`config.mk`:
```
export PLATFORM = sky130hd
export DESIGN_NAME = mem_arbiter
export DESIGN_NICKNAME = d
export VERILOG_FILES = /design/src/rtl/mem_arbiter.sv
export SDC_FILE = /design/constraint.sdc
export NUM_CORES = 1
export LEC_CHECK = 0
export CORE_AREA = 2 2 387 389
export DETAILED_ROUTE_END_ITERATION = 12
export DIE_AREA = 0 0 389 391
export GPL_TIMING_DRIVEN = 0
export HOLD_SLACK_MARGIN = 0.08
export MAX_ROUTING_LAYER = met4
export REMOVE_ABC_BUFFERS = 1
export SETUP_SLACK_MARGIN = 0.05
export SYNTH_ARGS = -nofsm -noshare
export SYNTH_HDL_FRONTEND = slang
export SYNTH_SLANG_ARGS = --single-unit
export TNS_END_PERCENT = 100
```
`constraint.sdc`:
```
create_clock -name clk -period 1.55 [get_ports clk]
set_input_delay 0.31 -clock clk [delete_from_list [all_inputs] [get_ports clk]]
set_output_delay 0.31 -clock clk [all_outputs]
set_load 0.05 [all_outputs]
```
`src/rtl/mem_arbiter.sv`:
```
// mem_arbiter: two-requester arbiter in front of a single-ported line RAM.
//
// Purpose
//   Shares one downstream line RAM between an instruction read port and a
//   data read/write port. One transaction is in flight at a time:
//   IDLE -> {I_RD | D_RD | D_WR} -> DONE -> IDLE.
//   The grant is decided in IDLE only. Within the data port, a write beats a
//   read. Between ports, data beats instruction by default.
//
// Configuration
//   ARB_ROUND_ROBIN_EN (macro): when defined, a 1-bit last-grant pointer
//   replaces the fixed priority. On contention, the port that was not granted
//   last wins. Reset leaves the pointer favouring the data port.
//
// Ports
//   clk, rst                    clock, asynchronous active-high reset
//   i_ren/i_raddr               instruction read request (held until i_rvalid)
//   i_rdata/i_rvalid            instruction read data / one-cycle completion
//   d_ren/d_raddr               data read request (held until d_rvalid)
//   d_wen/d_waddr/d_wdata/d_wmask  data write request (held until d_wvalid)
//   d_rdata/d_rvalid/d_wvalid   data read data / read and write completions
//   m_ren/m_raddr/m_wen/m_waddr/m_wdata/m_wmask  requests to the line RAM
//   m_rdata/m_rvalid/m_wvalid   line RAM responses
//
// Request addresses and write data are not latched. The granted requester
// must hold them stable until its completion pulse.

module mem_arbiter #(
  parameter int unsigned ADDR_WIDTH = 64
) (
  input  logic                  clk,
  input  logic                  rst,

  input  logic                  i_ren,
  input  logic [ADDR_WIDTH-1:0] i_raddr,
  output logic [127:0]          i_rdata,
  output logic                  i_rvalid,

  input  logic                  d_ren,
  input  logic [ADDR_WIDTH-1:0] d_raddr,
  input  logic                  d_wen,
  input  logic [ADDR_WIDTH-1:0] d_waddr,
  input  logic [127:0]          d_wdata,
  input  logic [15:0]           d_wmask,
  output logic [127:0]          d_rdata,
  output logic                  d_rvalid,
  output logic                  d_wvalid,

  output logic                  m_ren,
  output logic [ADDR_WIDTH-1:0] m_raddr,
  output logic                  m_wen,
  output logic [ADDR_WIDTH-1:0] m_waddr,
  output logic [127:0]          m_wdata,
  output logic [15:0]           m_wmask,
  input  logic [127:0]          m_rdata,
  input  logic                  m_rvalid,
  input  logic                  m_wvalid
);

  typedef enum logic [2:0] {
    IDLE = 3'd0,
    I_RD = 3'd1,
    D_RD = 3'd2,
    D_WR = 3'd3,
    DONE = 3'd4
  } state_t;

  state_t state;
  state_t state_next;
  logic   data_grant;

  // Read data is shared. Only the granted port's valid pulse qualifies it.
  assign i_rdata = m_rdata;
  assign d_rdata = m_rdata;

`ifdef ARB_ROUND_ROBIN_EN
  // The pointer is set when the data port was granted last. Its reset value
  // of 0 lets the data port win the first contention.
  logic last_data;

  assign data_grant = (d_wen | d_ren) & ~(i_ren & last_data);

  // Last-grant pointer, updated on every grant taken from IDLE.
  always_ff @(posedge clk or posedge rst) begin
    if (rst) begin
      last_data <= 1'b0;
    end else if ((state == IDLE) && (state_next != IDLE)) begin
      last_data <= (state_next != I_RD);
    end
  end
`else
  // Fixed priority: any data request beats the instruction port.
  assign data_grant = d_wen | d_ren;
`endif

  // State register.
  always_ff @(posedge clk or posedge rst) begin
    if (rst) begin
      state <= IDLE;
    end else begin
      state <= state_next;
    end
  end

  // Next-state logic. Stays in the transfer state until the RAM responds.
  always_comb begin
    state_next = state;
    case (state)
      IDLE: begin
        if (data_grant) begin
          state_next = d_wen ? D_WR : D_RD;
        end else if (i_ren) begin
          state_next = I_RD;
        end
      end
      I_RD, D_RD: begin
        if (m_rvalid) begin
          state_next = DONE;
        end
      end
      D_WR: begin
        if (m_wvalid) begin
          state_next = DONE;
        end
      end
      DONE: begin
        state_next = IDLE;
      end
      default: begin
        state_next = IDLE;
      end
    endcase
  end

  // Output decode. Completion pulses follow the RAM response for the single
  // cycle before the move to DONE. RAM responses seen in IDLE or DONE are
  // dropped here.
  always_comb begin
    m_ren    = 1'b0;
    m_raddr  = '0;
    m_wen    = 1'b0;
    m_waddr  = '0;
    m_wdata  = '0;
    m_wmask  = '0;
    i_rvalid = 1'b0;
    d_rvalid = 1'b0;
    d_wvalid = 1'b0;
    case (state)
      I_RD: begin
        m_ren    = 1'b1;
        m_raddr  = i_raddr;
        i_rvalid = m_rvalid;
      end
      D_RD: begin
        m_ren    = 1'b1;
        m_raddr  = d_raddr;
        d_rvalid = m_rvalid;
      end
      D_WR: begin
        m_wen    = 1'b1;
        m_waddr  = d_waddr;
        m_wdata  = d_wdata;
        m_wmask  = d_wmask;
        d_wvalid = m_wvalid;
      end
      default: begin
      end
    endcase
  end

endmodule
```
* After elaboration in Yosys (flattened, before gate mapping)
Index checks and enable logic that the tools add are counted.
** Operators by class
- Bitwise gates (word level) :: 1
- Muxes and demuxes :: 15
- Eq/ne operators :: 6
- Reductions and logical operators :: 3
** Operator list (number)
- 128-bit 2-to-1 mux :: 1
- 64-bit one-hot mux with 2 select lines :: 1
- 64-bit 2-to-1 mux :: 1
- 16-bit 2-to-1 mux :: 1
- 3-bit 2-to-1 mux :: 4
- 3-bit one-hot mux with 3 select lines :: 1
- 3-bit by 2-bit equality test with 1-bit output (second input constant) :: 2
- 1-bit 2-to-1 mux :: 6
- 3-bit by 1-bit equality test with 1-bit output (second input constant) :: 1
- 3-bit zero test :: 1
- 3-bit inequality test (second input constant) :: 1
- 3-bit AND reduction :: 1
- 2-bit by 1-bit inequality test with 1-bit output (second input constant) :: 1
- 2-bit inequality test (second input constant) :: 1
- 2-bit OR reduction :: 1
- 1-bit OR :: 1
** Word-level totals
- Bits in registers :: 3
- Word-level logic and storage cells :: 26
- Input bits :: 471

* Longest topological paths before layout
- Depth in word-level cells :: 4
- Mapped depth :: 6

* Least setup slack after synthesis
Ideal clock, no wire load.
- Path kind :: reg-to-output
- Start point :: register state[1]
- End point :: output port d_wvalid
- Path buffers :: 2
- Data required time :: 1240 ps
- Setup slack :: -498 ps
- Stages on the path, launching flop included :: 6
- Arrival time :: 1738 ps
- Path through :: dfrtp_1 > buf_4 > nand2_1 > nor2_1 > clkbuf_1 > and2_1
** On the way
- Word-level cells in the longest chain between the ends :: 2
** Ends and longest elaborated chain
- start: declaration :: RTL line 68 : state_t state;
- start signal: assignment :: RTL line 101 : state <= state_next;
- 3-bit by 2-bit equality test with 1-bit output :: RTL line 148 : case (state)
- 1-bit 2-to-1 mux :: RTL line 148
- end: declaration :: RTL line 47 : output logic d_wvalid,
Every way passes these cells.

* Final worst setup path
- Start point :: register state[2]
- End point :: output port m_wmask[12]
** On the way
- Word-level cells in the longest chain between the ends :: 2
** Ends and longest elaborated chain
- 3-bit by 2-bit equality test with 1-bit output :: RTL line 148
- 16-bit 2-to-1 mux :: RTL line 148
- end: declaration :: RTL line 54 : output logic [15:0] m_wmask,
Every way passes these cells.

==> results_dict.tcl <==
set metrics [dict create \
    cts-root-buf "clkbuf_16" \
    yosys_warnings 0 \
    post-route-period-util_pct 141 \
    layout.nets 1458 \
    floorplan.io_pins 1004 \
    mostFrequentLayoutCells "clkdlybuf4s50_1 (342), and2_1 (172), buf_6 (124)" \
    antenna_found_initial 145 \
    netlist_instances 593 \
    clock_tree_from_tritoncts "built" \
    timing.fmax_ghz 0.457 \
    viasPerCell 2.25 \
    totalPowerFinal_w 0.0188 \
    largest_register_ff_count 3 \
    first_pass_grt_wire_length_um 140000 \
    power.ir.vdd_worst_mv 0.472 \
    floorplan.initialDensity_pct 2.85 \
    dpl.hpwl_um 110000 \
    crit_path_start_kind "flop" \
    finalWeightedCongestion 0.759 \
    cts-htree-levels 1 \
    drtPass1Iterations 5 \
    worst-endpoint-required_ns 1.24 \
    synth.ff_latch_count 3 \
    die_area_um2 152000 \
    timing_max_transition_violations_final 0 \
    core_region_area_um2 149000 \
    critPathMaxFanout 11 \
    worstReg2RegEnd "state[1]$_DFFE_PP0P_" \
    async_set_reset_flop_share_out_of_synthesis_pct 100 \
    detailroute.via_count 6871 \
    worst_setup_hold_path_clk_slew_ns 0.03 \
    drive_gt1_share_pct 41.3 \
    netlist-cell-type-count 20 \
    tightestPinTransition_ns 0.513 \
    worstSkewPairLatency_ns 0.23 \
    worst-setup-path-type "reg2out" \
    reg2reg_setup_slack_ns 0.14 \
    synth_top_flop_cell "dfrtp_1" \
    placement_rows 142 \
    route.antenna.remaining_nets 0 \
    avgSynthCellArea_um2 7.15 \
    number_of_global_route_vias_before_repair 6401 \
    worst_setup_path_end_kind "output pin" \
    grt_max_degree 46 \
    reg.largest.list "state: 3 flops" \
    mostFrequentLayoutCell "clkdlybuf4s50_1" \
    areaGrowthSynthToFinish_pct 202 \
    die_height_um 391 \
    hold_violation_total_from_the_final_report 0 \
    maxCapViolations 0 \
    drtIter0Drc 253 \
    die_w_um 389 \
    synth_area_um2 4240 \
    violations_in_the_final_reports "negative setup slack" \
    wire_per_inst_um 41.6 \
    worst_slew_margin_rel_pct 66.0 \
    setup_repair_after_global_routing_missed_its_margin "true" \
    finalWorstSetupSlack_ns -0.636 \
    port_buffers 619 \
    global_route.usage.total_pct 16.0 \
    globalRouteOverflowTotal 0 \
    place_area_um2 10900 \
    drc_errors 0 \
    startpoint_of_the_worst_register_to_register_path "state[1]$_DFFE_PP0P_" \
    fin_area_um2 12800 \
    cp_data_arrival_time_ns 1.88 \
    reg2regPathDepth 5 \
    ys_seq_area_share_pct 1.77 \
    maximum_root_to_sink_buffer_count 2 \
    run_status "finished with violations" \
    p_leak_nw 4.72 \
    fin_crit_ns 2.19 \
    tritoncts.num_buffers 3 \
    power_density_normalized_to_cell_area_nw_per_um2 1470 \
    total_wirelength_of_the_detailed_routed_design_um 127000 \
    postCtsHoldBufs 0 \
    synth-edff-count 0 \
    regMostFlops "state" \
    finalSetupViolations 277 \
    number_of_filler_cells_placed_in_the_layout 17300 \
    cts_sinks 3 \
    hp-class "in2async" \
    timing.clock.skew_ns 0.00353 \
]
-- worst max-delay path by stage --
stage,from,endpoint,slack (ns),depth (start not counted)
2_1_floorplan,state[1]$_DFFE_PP0P_,d_wvalid,-4.74,3
3_3_place_gp,state[1]$_DFFE_PP0P_,m_wen,-11.09,3
3_5_place_dp,state[1]$_DFFE_PP0P_,m_wdata[89],-1.86,6
4_1_cts,state[2]$_DFFE_PP0P_,m_wdata[78],-0.78,6
5_1_grt,state[2]$_DFFE_PP0P_,m_wdata[78],-0.68,6
6_report,state[2]$_DFFE_PP0P_,m_wmask[12],-0.64,6
-- worst max-delay path, stage by stage, from the launching register on --
cell and delay [ns]:
dfrtp_4 0.53, nor2_4 0.16, buf_12 0.18, buf_6 0.19
clkbuf_16 0.19, and2_1 0.14, clkbuf_4 0.22
-- layer usage --
layer / routed length, µm / track usage (%)
met3: 27600 / 16.3
met1: 44200 / 15.3
met2: 53600 / 23.4
met4: 1570 / 1.47
met5: 0 / -
-- Yosys cell counts, types with 2 or more instances --
cell     instances  area share, %
nor2_1           2           0.18
dfrtp_1          3            1.8
a22o_1          64             13
nand2_1          3           0.27
buf_2           26            3.1
and2_1         211             31
buf_4          264             47
a21oi_1          4           0.47
buf_6            4            1.1
nor3b_2          2           0.59
-- stage by stage --
stage | setup TNS, ns | instances | worst slack [ns] | util (%) | hold WS, ns
global route | -165.80 | 3049 | -0.684 | 8.60 | 0.405
global placement | -2465.52 | 2861 | -11.09 | 7.21 | 0.529
CTS | -185.44 | 2892 | -0.777 | 7.24 | 0.398
floorplan | -1120.01 | 298 | -4.74 | - | 0.0636
detailed placement | -411.89 | 2870 | -1.86 | 7.34 | 0.621
finish | -152.87 | 3053 | -0.636 | 8.61 | 0.402
-- area by class of cell --
class                   count  area [µm²]  area share (%)
diodes                    123         308            2.41
clock buffers               4        78.8           0.617
inverters                   1        3.75          0.0294
multi-input cells         295        2280            17.8
flip-flops and latches      3        81.3           0.636
well taps                1944        2430            19.0
repair buffers            683        7600            59.5
-- where the power goes --
| part | internal [W] | leakage [nW] | switching [W] |
|---|---|---|---|
| clock network | 0.000340 | 0.0389 | 0.0000747 |
| registers | 0.000125 | 0.0340 | 0.0000751 |
| logic | 0.00693 | 4.64 | 0.0113 |
| total | 0.00740 | 4.72 | 0.0114 |
-- cell families after synthesis --
family                    count (synthesis)  share of synthesized area (%)
buffers and inverters                   296                           51.0
and+or+nand+nor                         222                           32.8
DFF                                       3                           1.77
AOI/OAI and AO/OA                        70                           14.0
xor gates and xnor gates                  1                          0.207
muxes                                     1                          0.236
-- repair_timing --
action,CTS,global route
gates resized for setup,1420,655
setup endpoints to repair,277,277
gates cloned,3,22
buffers inserted,15,18
pin swaps,4,35
Power figures use the tool's default switching activity.
